### src/rtl/desrotador_palabras_pkg.sv
// desrotador_palabras_pkg
// Shared constants and encodings for the word de-rotator.
//   BUS_SIZE / WORD_SIZE / WORD_NUM / IDX_W : bus geometry and index width
//   CNT_W                                   : good-frame counter width
//   state_t                                 : link FSM states (IDLE/ACTIVE/FAULT)
//   frame_class_t                           : per-frame classification (GOOD/BUBBLE/BAD)
//   HEAD_MARK                               : expected header word (all ones)
package desrotador_palabras_pkg;

    localparam int BUS_SIZE  = 60;
    localparam int WORD_SIZE = 6;
    localparam int WORD_NUM  = BUS_SIZE / WORD_SIZE;
    localparam int IDX_W     = 4;
    localparam int CNT_W     = 8;

    typedef enum logic [1:0] {
        IDLE   = 2'd0,
        ACTIVE = 2'd1,
        FAULT  = 2'd2
    } state_t;

    typedef enum logic [1:0] {
        GOOD   = 2'd0,
        BUBBLE = 2'd1,
        BAD    = 2'd2
    } frame_class_t;

    localparam logic [WORD_SIZE-1:0] HEAD_MARK = '1;

endpackage

### src/rtl/rotador_der_palabras.sv
// rotador_der_palabras
// Combinational word-granular right rotate: output word j takes input
// word (j + shift) mod WORD_NUM. This undoes a left rotation by `shift`.
//   data_in  [BUS_SIZE-1:0] : rotated bus
//   shift    [IDX_W-1:0]    : rotation to undo (0..WORD_NUM-1)
//   data_out [BUS_SIZE-1:0] : restored bus (words forced to 0 for shift >= WORD_NUM)
module rotador_der_palabras
    import desrotador_palabras_pkg::*;
(
    input  logic [BUS_SIZE-1:0] data_in,
    input  logic [IDX_W-1:0]    shift,
    output logic [BUS_SIZE-1:0] data_out
);

    genvar gi;
    generate
        for (gi = 0; gi < WORD_NUM; gi++) begin : g_word
            logic [WORD_SIZE-1:0] word_sel;

            // One WORD_NUM:1 mux per output word.
            always_comb begin
                word_sel = '0;
                for (int k = 0; k < WORD_NUM; k++) begin
                    if (shift == IDX_W'(k)) begin
                        word_sel = data_in[((gi + k) % WORD_NUM) * WORD_SIZE +: WORD_SIZE];
                    end
                end
            end

            assign data_out[gi*WORD_SIZE +: WORD_SIZE] = word_sel;
        end
    endgenerate

endmodule

### src/rtl/desrotador_palabras.sv
// desrotador_palabras
// Receive-side word de-rotator. Two-stage pipeline:
//   stage 1 registers the bus and decodes the one-hot header position,
//   stage 2 rotates the frame back, classifies it and drives the outputs.
// Ports:
//   clk        : clock, all state on rising edge
//   reset      : asynchronous, active-low reset
//   data_in    : rotated bus
//   control_in : one-hot header position, all-zero = bubble
//   error_in   : error flag from the rotator
//   data_out   : restored {head, payload, tail} (0 unless GOOD)
//   valid_out  : data_out holds a GOOD frame
//   shift_out  : rotation undone (0 unless GOOD)
//   error_out  : current frame is BAD
//   err_sticky : latched on any BAD frame until reset
//   frame_cnt  : saturating count of GOOD frames
//   state_out  : link FSM state
module desrotador_palabras
    import desrotador_palabras_pkg::*;
(
    input  logic                clk,
    input  logic                reset,
    input  logic [BUS_SIZE-1:0] data_in,
    input  logic [WORD_NUM-1:0] control_in,
    input  logic                error_in,
    output logic [BUS_SIZE-1:0] data_out,
    output logic                valid_out,
    output logic [IDX_W-1:0]    shift_out,
    output logic                error_out,
    output logic                err_sticky,
    output logic [CNT_W-1:0]    frame_cnt,
    output logic [1:0]          state_out
);

    // ---------------- stage 1: decode ----------------
    logic [IDX_W:0]   ctl_ones;
    logic [IDX_W-1:0] idx_dec;
    logic [IDX_W-1:0] shift_dec;

    always_comb begin
        ctl_ones = '0;
        idx_dec  = '0;
        for (int i = 0; i < WORD_NUM; i++) begin
            if (control_in[i]) begin
                ctl_ones = ctl_ones + (IDX_W+1)'(1);
                idx_dec  = IDX_W'(i);
            end
        end
        // Header sits at (WORD_NUM-1+tail) mod WORD_NUM, so the rotation is idx+1 wrapped.
        shift_dec = (idx_dec == IDX_W'(WORD_NUM-1)) ? '0 : idx_dec + IDX_W'(1);
    end

    logic [BUS_SIZE-1:0] data_s1_reg;
    logic                err_s1_reg;
    logic                onehot_s1_reg;
    logic                ctl_any_s1_reg;
    logic [IDX_W-1:0]    shift_s1_reg;

    // The stage-1 flags are stored so that an all-zero register set decodes
    // as a bubble; the cycle right after reset then produces no spurious BAD.
    always_ff @(posedge clk or negedge reset) begin
        if (!reset) begin
            data_s1_reg    <= '0;
            err_s1_reg     <= 1'b0;
            onehot_s1_reg  <= 1'b0;
            ctl_any_s1_reg <= 1'b0;
            shift_s1_reg   <= '0;
        end else begin
            data_s1_reg    <= data_in;
            err_s1_reg     <= error_in;
            onehot_s1_reg  <= (ctl_ones == (IDX_W+1)'(1));
            ctl_any_s1_reg <= |control_in;
            shift_s1_reg   <= shift_dec;
        end
    end

    // ---------------- stage 2: restore and classify ----------------
    logic [BUS_SIZE-1:0]  restored;
    logic [WORD_SIZE-1:0] head_word;
    logic [WORD_SIZE-1:0] tail_word;

    rotador_der_palabras u_rot (
        .data_in  (data_s1_reg),
        .shift    (shift_s1_reg),
        .data_out (restored)
    );

    assign head_word = restored[BUS_SIZE-1 -: WORD_SIZE];
    assign tail_word = restored[WORD_SIZE-1:0];

    frame_class_t        frame_class;
    logic [BUS_SIZE-1:0] data_out_reg,  data_out_next;
    logic                valid_reg,     valid_next;
    logic [IDX_W-1:0]    shift_out_reg, shift_out_next;
    logic                error_reg,     error_next;
    logic                sticky_reg,    sticky_next;
    logic [CNT_W-1:0]    cnt_reg,       cnt_next;
    state_t              state_reg,     state_next;

    always_comb begin
        // Any error flag wins; otherwise an empty control vector is a bubble.
        if (err_s1_reg) begin
            frame_class = BAD;
        end else if (!ctl_any_s1_reg) begin
            frame_class = BUBBLE;
        end else if (onehot_s1_reg && (head_word == HEAD_MARK) &&
                     (tail_word == WORD_SIZE'(shift_s1_reg))) begin
            frame_class = GOOD;
        end else begin
            frame_class = BAD;
        end

        data_out_next  = '0;
        valid_next     = 1'b0;
        shift_out_next = '0;
        error_next     = 1'b0;
        sticky_next    = sticky_reg;
        cnt_next       = cnt_reg;

        case (frame_class)
            GOOD: begin
                data_out_next  = restored;
                valid_next     = 1'b1;
                shift_out_next = shift_s1_reg;
                if (cnt_reg != '1) begin
                    cnt_next = cnt_reg + CNT_W'(1);
                end
            end
            BAD: begin
                error_next  = 1'b1;
                sticky_next = 1'b1;
            end
            default: ;
        endcase
    end

    // ---------------- link FSM ----------------
    always_comb begin
        state_next = IDLE;
        case (state_reg)
            IDLE, ACTIVE, FAULT: begin
                case (frame_class)
                    GOOD:    state_next = ACTIVE;
                    BAD:     state_next = FAULT;
                    default: state_next = IDLE;
                endcase
            end
            default: state_next = IDLE;
        endcase
    end

    always_ff @(posedge clk or negedge reset) begin
        if (!reset) begin
            data_out_reg  <= '0;
            valid_reg     <= 1'b0;
            shift_out_reg <= '0;
            error_reg     <= 1'b0;
            sticky_reg    <= 1'b0;
            cnt_reg       <= '0;
            state_reg     <= IDLE;
        end else begin
            data_out_reg  <= data_out_next;
            valid_reg     <= valid_next;
            shift_out_reg <= shift_out_next;
            error_reg     <= error_next;
            sticky_reg    <= sticky_next;
            cnt_reg       <= cnt_next;
            state_reg     <= state_next;
        end
    end

    assign data_out   = data_out_reg;
    assign valid_out  = valid_reg;
    assign shift_out  = shift_out_reg;
    assign error_out  = error_reg;
    assign err_sticky = sticky_reg;
    assign frame_cnt  = cnt_reg;
    assign state_out  = state_reg;

endmodule

### config.mk
export PLATFORM = sky130hd
export DESIGN_NAME = desrotador_palabras
export DESIGN_NICKNAME = d
export VERILOG_FILES = /design/src/rtl/desrotador_palabras_pkg.sv /design/src/rtl/rotador_der_palabras.sv /design/src/rtl/desrotador_palabras.sv
export SDC_FILE = /design/constraint.sdc
export NUM_CORES = 1
export LEC_CHECK = 0
export CORE_MARGIN = 8
export CORE_UTILIZATION = 37
export DETAILED_ROUTE_END_ITERATION = 10
export GPL_TIMING_DRIVEN = 0
export PLACE_DENSITY_LB_ADDON = 0.25
export SYNTH_ARGS = -nofsm -noshare
export SYNTH_HDL_FRONTEND = slang
export SYNTH_SLANG_ARGS = --single-unit
export TNS_END_PERCENT = 1
### constraint.sdc
create_clock -name clk -period 6.94 [get_ports clk]
set_input_delay 1.041 -clock clk [delete_from_list [all_inputs] [get_ports clk]]
set_output_delay 1.041 -clock clk [all_outputs]
set_load 0.005 [all_outputs]
# ---- Yosys cells after proc, flatten, opt, wreduce, memory -nomap -nowiden
# Index checks and enable logic that the tools add are counted.
dict set report op_classes {
  add_sub_neg 11
  n_eq_ne 17
  muxes 129
  n_reduce_logical 8
}
# op count
set op_table {}
lappend op_table {{two-way mux 6 bit} 100}
lappend op_table {{two-way mux 60 bit} 1}
lappend op_table {{adder 5 x 1 -> 5 bit (second input constant)} 9}
lappend op_table {{two-way mux 5 bit} 9}
lappend op_table {{two-way mux 4 bit} 10}
lappend op_table {{equality test 4 x 3 -> 1 bit (second input constant)} 4}
lappend op_table {{equality test 4 bit (second input constant)} 3}
lappend op_table {{OR reduction 10 bit} 1}
lappend op_table {{adder 8 x 1 -> 8 bit (second input constant)} 1}
lappend op_table {{equality test 4 x 2 -> 1 bit (second input constant)} 2}
lappend op_table {{two-way mux 2 bit} 4}
lappend op_table {{inequality test 8 bit (second input constant)} 1}
lappend op_table {{equality test 6 x 4 -> 1 bit} 1}
lappend op_table {{equality test 6 bit (second input constant)} 1}
lappend op_table {{equality test 5 x 1 -> 1 bit (second input constant)} 1}
lappend op_table {{adder 4 x 1 -> 4 bit (second input constant)} 1}
lappend op_table {{equality test 2 bit (second input constant)} 2}
lappend op_table {{equality test 4 x 1 -> 1 bit (second input constant)} 1}
lappend op_table {{logical NOT 2 bit} 2}
lappend op_table {{logical NOT 4 bit} 1}
lappend op_table {{two-way mux 1 bit} 4}
lappend op_table {{case mux 2 bit (2 select lines)} 1}
lappend op_table {{OR reduction 3 bit} 1}
lappend op_table {{equality test 2 x 1 -> 1 bit (second input constant)} 1}
lappend op_table {{other kinds (2)} 3}
dict set report word_totals {
  register_bits 144
  out_inout_bits 77
  word_cells 177
}

# ---- Longest topological paths before layout
dict set report depth {
  ltp_word 20
  ltp_mapped 27
  ltp_nobuf 27
}

# ---- Hierarchy
# Synthesis repeated with hierarchy kept, for this count alone.
dict set report hier_totals {
  cells_unflattened 1056
  hier_area_um2 9417.8
}
# module instances cells_per_inst area_each_um2
set by_module_without_submodules {}
lappend by_module_without_submodules {desrotador_palabras 1 364 5178.7}
lappend by_module_without_submodules {rotador_der_palabras 1 692 4239.1}

# ---- Worst setup path after synthesis
# OpenSTA, ideal clock, no wires.
dict set report synth_path {
  path_kind {input to register}
  startpoint {input control_in[0]}
  endpoint {register onehot_s1_reg}
  arrival_time_ps 5726
  required_ps 6863
  setup_slack_ps 1137
  cell_stages 26
  n_path_buf 0
  cell_sequence {ha_1 > nor2b_1 > or2_2 > ha_1 > nand2b_1 > o21a_1 > ha_1 > nand2_1 > nand2_1 > ha_1 > nor2_1 > a31oi_1 > ha_1 > mux2_2 > ha_1 > mux2_2 > ha_1 > mux2_2 > ha_1 > xnor2_1 > xnor2_1 > xnor2_1 > nand3b_1 > a21oi_1 > nor3_1 > a21oi_1}
}
dict set report synth_via {
  elab_chain_len 20
}
# element line_no
set synth_lines {}
lappend synth_lines {{from (decl)} desrotador_palabras.sv:24} ;# input logic [WORD_NUM-1:0] control_in,
lappend synth_lines {{two-way mux 1 bit (*)} desrotador_palabras.sv:44} ;# if (control_in[i]) begin
lappend synth_lines {{adder 5 x 1 -> 5 bit} desrotador_palabras.sv:45} ;# ctl_ones = ctl_ones + (IDX_W+1)'(1);
lappend synth_lines {{two-way mux 5 bit (*)} desrotador_palabras.sv:44}
lappend synth_lines {{adder 5 x 1 -> 5 bit} desrotador_palabras.sv:45}
lappend synth_lines {{two-way mux 5 bit (*)} desrotador_palabras.sv:44}
lappend synth_lines {{adder 5 x 1 -> 5 bit} desrotador_palabras.sv:45}
lappend synth_lines {{two-way mux 5 bit (*)} desrotador_palabras.sv:44}
lappend synth_lines {{adder 5 x 1 -> 5 bit} desrotador_palabras.sv:45}
lappend synth_lines {{(+4 left out)} --}
lappend synth_lines {{two-way mux 5 bit (*)} desrotador_palabras.sv:44}
lappend synth_lines {{adder 5 x 1 -> 5 bit} desrotador_palabras.sv:45}
lappend synth_lines {{two-way mux 5 bit (*)} desrotador_palabras.sv:44}
lappend synth_lines {{adder 5 x 1 -> 5 bit} desrotador_palabras.sv:45}
lappend synth_lines {{two-way mux 5 bit (*)} desrotador_palabras.sv:44}
lappend synth_lines {{adder 5 x 1 -> 5 bit} desrotador_palabras.sv:45}
lappend synth_lines {{two-way mux 5 bit (*)} desrotador_palabras.sv:44}
lappend synth_lines {{equality test 5 x 1 -> 1 bit (*)} desrotador_palabras.sv:71} ;# onehot_s1_reg <= (ctl_ones == (IDX_W+1)'(1));
lappend synth_lines {{to (signal assigned)} desrotador_palabras.sv:71}
lappend synth_lines {{to (decl)} desrotador_palabras.sv:55} ;# logic onehot_s1_reg;
# Every way passes the cells marked *; elsewhere a longest branch is shown, timed or not.
# A chain may end at the register's enable or synchronous reset.

# ---- Worst setup path after layout
dict set report layout_path {
  startpoint {input control_in[1]}
  endpoint {register onehot_s1_reg}
}
dict set report layout_via {
  elab_chain_len 18
}
# element line_no
set layout_lines {}
lappend layout_lines {{two-way mux 5 bit (*)} desrotador_palabras.sv:44}
lappend layout_lines {{adder 5 x 1 -> 5 bit} desrotador_palabras.sv:45}
lappend layout_lines {{two-way mux 5 bit (*)} desrotador_palabras.sv:44}
lappend layout_lines {{adder 5 x 1 -> 5 bit} desrotador_palabras.sv:45}
lappend layout_lines {{two-way mux 5 bit (*)} desrotador_palabras.sv:44}
lappend layout_lines {{adder 5 x 1 -> 5 bit} desrotador_palabras.sv:45}
lappend layout_lines {{two-way mux 5 bit (*)} desrotador_palabras.sv:44}
lappend layout_lines {{adder 5 x 1 -> 5 bit} desrotador_palabras.sv:45}
lappend layout_lines {{(+2 left out)} --}
lappend layout_lines {{two-way mux 5 bit (*)} desrotador_palabras.sv:44}
lappend layout_lines {{adder 5 x 1 -> 5 bit} desrotador_palabras.sv:45}
lappend layout_lines {{two-way mux 5 bit (*)} desrotador_palabras.sv:44}
lappend layout_lines {{adder 5 x 1 -> 5 bit} desrotador_palabras.sv:45}
lappend layout_lines {{two-way mux 5 bit (*)} desrotador_palabras.sv:44}
lappend layout_lines {{adder 5 x 1 -> 5 bit} desrotador_palabras.sv:45}
lappend layout_lines {{two-way mux 5 bit (*)} desrotador_palabras.sv:44}
lappend layout_lines {{equality test 5 x 1 -> 1 bit (*)} desrotador_palabras.sv:71}
# Marked as above.

==> metrics.yaml <==
cells_and_area:
  drive_gt1_frac: 0.09503
  design_area_um2: 11450
  area_growth_pct: 28.28
  seqCellArea_um2: 3603
  fill_cells: 2323
  nets: 1197
  multi_input_area_um2: 4761
floorplan:
  die-area_um2: 29350
  pin_count: 150
  core-area_um2: 24030
  start_util: 0.3713
  die_w_um: 171.3
  std_cell_rows: 57
  die_y_um: 171.3
worst_setup_path:
  cp_slowest_stage_delay_ns: 0.45
  path_class: "primary input to flop"
  crit_arrival_ns: 6.59
  endpoint_kind: "flop"
  cp_common_cell: "ha_1"
  crit_fanout: 4
  crit_slowest_cell: "clkdlybuf4s50_1"
  required_ns: 7.30
  cp-start-kind: "primary input"
timing:
  setup_tns_ns: 0
  fmax_ghz: 0.1604
  slew_headroom: 0.1383
  worstMarginPinSlew_ns: 1.293
  timing.final.crit_share: 0.8984
  rsz0062_at_grt: "false"
  setup_violations: 0
  period_needed_ns: 6.235
  finalHoldViolCount: 0
  finClkSkew_ns: 0.01522
  drv_slew: 0
min_path:
  hp-class: "flop to flop"
yosys:
  synth.area.top_cells: "dfrtp_1, a22oi_1, mux2i_1"
  yosysMostFrequentCell: "dfrtp_1"
  yosysSeqAreaShare: 0.4038
  synthesis.area_um2: 8925
  synth_warnings: 0
  synth_ff_type: "dfrtp_1"
  synth_edf_count: 0
  synth_top_cell_by_area: "dfrtp_1"
  yosysTopAreaCellShare: 0.4038
  async_flop_share: 1.000
  synth_seq_cells: 144
  avgSynthCellArea_um2: 9.414
  synthCells: 948
  yosys.cell_types.count: 75
  synthTopCellsByCount: "dfrtp_1, nand2_1, clkbuf_1, a22oi_1, nor2_1"
detailed_routing:
  avgViaCountPerCell: 6.403
  wl_um: 42880
  avgRoutedWirePerCell_um: 29.55
  vias: 9291
  first_iter_violations: 1423
  drc: 0
  drt-pass1-iter-count: 9
  ant_nets: 0
global_routing:
  overflow: 0
  grt_pass1_vias: 9482
  grt_pass1_wl_um: 62380
  use_met3: 0.1017
  grt_use_total: 0.2909
  use_met2: 0.4450
  busiest_layer: "met2"
  grt_antenna_before_repair: 2
  gr-usage-met1: 0.3593
  grt_max_degree: 81
power:
  comb_power_share: 0.233
  power_frac_seq: 0.360
  clkPwrFrac: 0.407
  p_leak_nw: 4.544
  p_sw_mw: 0.7671
  ir_worst_vdd_v: 0.0001565
  p_sw_frac: 0.3081
  intPower_mw: 1.723
  pwr_density_cell_nw_per_um2: 217.5
place:
  placed_area_um2: 10800
  portBuffers: 144
  place_congestion: 1.027
  hpwlAfterDp_um: 29490
job:
  drv_cap: 0
clocking:
  hold_buffers: 0
  clk_pin_slew_ns: 0.06
  cts_buffers: 17
  cts_resized: 0
  tritoncts: "built"
  cts.sink_count: 144
  htree_levels: 4
  clock_latency_ns: 0.44
  clock-root-buffer: "clkbuf_16"
  cts_setup_buffers: 0
  clock_path_buffers: 2
outcome:
  outcome: "completed"
## layer usage
metal | share of wire | up-vias | wire length [um]
met4 | 0.049 | 2 | 2080
met5 | 0.00028 | - | 12
met2 | 0.44 | 773 | 18950
met1 | 0.39 | 4502 | 16750
li1 | - | 3869 | -
met3 | 0.12 | 145 | 5087
## power by group through the flow
stage | Combinational (mW) | Clock (mW) | Sequential (mW)
floorplan | 0.368 | 0 | 0.894
global placement | 0.558 | 0 | 0.911
detailed placement | 0.560 | 0 | 0.909
CTS | 0.564 | 1.03 | 0.894
global route | 0.620 | 1.06 | 0.896
finish | 0.579 | 1.01 | 0.897
## worst max-delay path, delay by kind of cell
kind / cells / cell delay [ns]
AO/OA/AOI/OAI: 4 / 0.61
adder cells (fa/ha/maj): 8 / 2.15
multiplexers: 3 / 0.86
XOR/XNOR: 3 / 0.49
buffers and inverters: 1 / 0.45
AND/OR/NAND/NOR: 8 / 0.96
## cell usage in the layout (no fill, tap or decap), drive strengths merged, types with 10 or more instances in the layout
| cell type | count |
|---|---|
| mux2i | 35 |
| nor2b | 11 |
| clkbuf | 84 |
| o22ai | 11 |
| a22oi | 62 |
| a22o | 14 |
| nand2b | 13 |
| nor3 | 16 |
| xor2 | 12 |
| mux2 | 21 |
| o211ai | 12 |
| nor2 | 60 |
| a221oi | 27 |
| dfrtp | 144 |
| a211oi | 10 |
| clkdlybuf4s50 | 143 |
| xnor2 | 13 |
| a21oi | 47 |
| nand2 | 82 |
| nand3 | 24 |
| ha | 11 |
| a31oi | 35 |
| inv | 29 |
| buf | 40 |
| a222oi | 12 |
| mux4 | 11 |
| o21ai | 52 |
## cell type report
class | instances | share of cell area
Antenna cell | 1 | 0.0002186
Timing Repair Buffer | 145 | 0.1284
Inverter | 25 | 0.008197
Tap cell | 324 | 0.03541
Clock buffer | 19 | 0.03869
Sequential cell | 144 | 0.3148
Multi-Input combinational cell | 677 | 0.4158
Buffer | 103 | 0.04109
Clock inverter | 13 | 0.01738
## stage by stage
| step | power, mW | utilization | std cells | hold WS [ns] | worst slack [ns] |
|---|---|---|---|---|---|
| 6_report | 2.490 | 0.4763 | 1451 | 0.4680 | 0.7054 |
| 5_1_grt | 2.580 | 0.4762 | 1450 | 0.4853 | 0.3882 |
| 4_1_cts | 2.485 | 0.4762 | 1450 | 0.4740 | 0.7018 |
| 3_5_place_dp | 1.469 | 0.4495 | 1418 | 0.4587 | 0.2900 |
| 3_3_place_gp | 1.468 | 0.4483 | 1417 | 0.4516 | -0.6935 |
| 2_1_floorplan | 1.262 | - | 949 | 0.4420 | 1.137 |
## worst paths after layout
| check | slack (ns) | depth (start not counted) | from | endpoint |
|---|---|---|---|---|
| min in group asynchronous | 0.56 | 1 | reset | data_s1_reg[8] |
| worst min register to register | 0.47 | 1 | err_sticky | err_sticky |
| worst min-delay path | 0.47 | 1 | err_sticky | err_sticky |
| worst max register to register | 2.09 | 13 | shift_s1_reg[0] | data_out[18] |
| max in group asynchronous | 5.58 | 2 | reset | data_s1_reg[33] |
| worst max-delay path | 0.71 | 27 | control_in[1] | onehot_s1_reg |
## kinds of logic after synthesis
logic type	Yosys count	synth area share
AOI/OAI and AO/OA	321	0.2512
xor gates and xnor gates	28	0.03239
adders and majority gates	11	0.01542
buffers and inverters	128	0.06323
DFF	144	0.4038
muxes	67	0.09393
other	1	0.0004202
and+or+nand+nor	248	0.1396
Note: power is estimated with default switching activity, not from simulation.
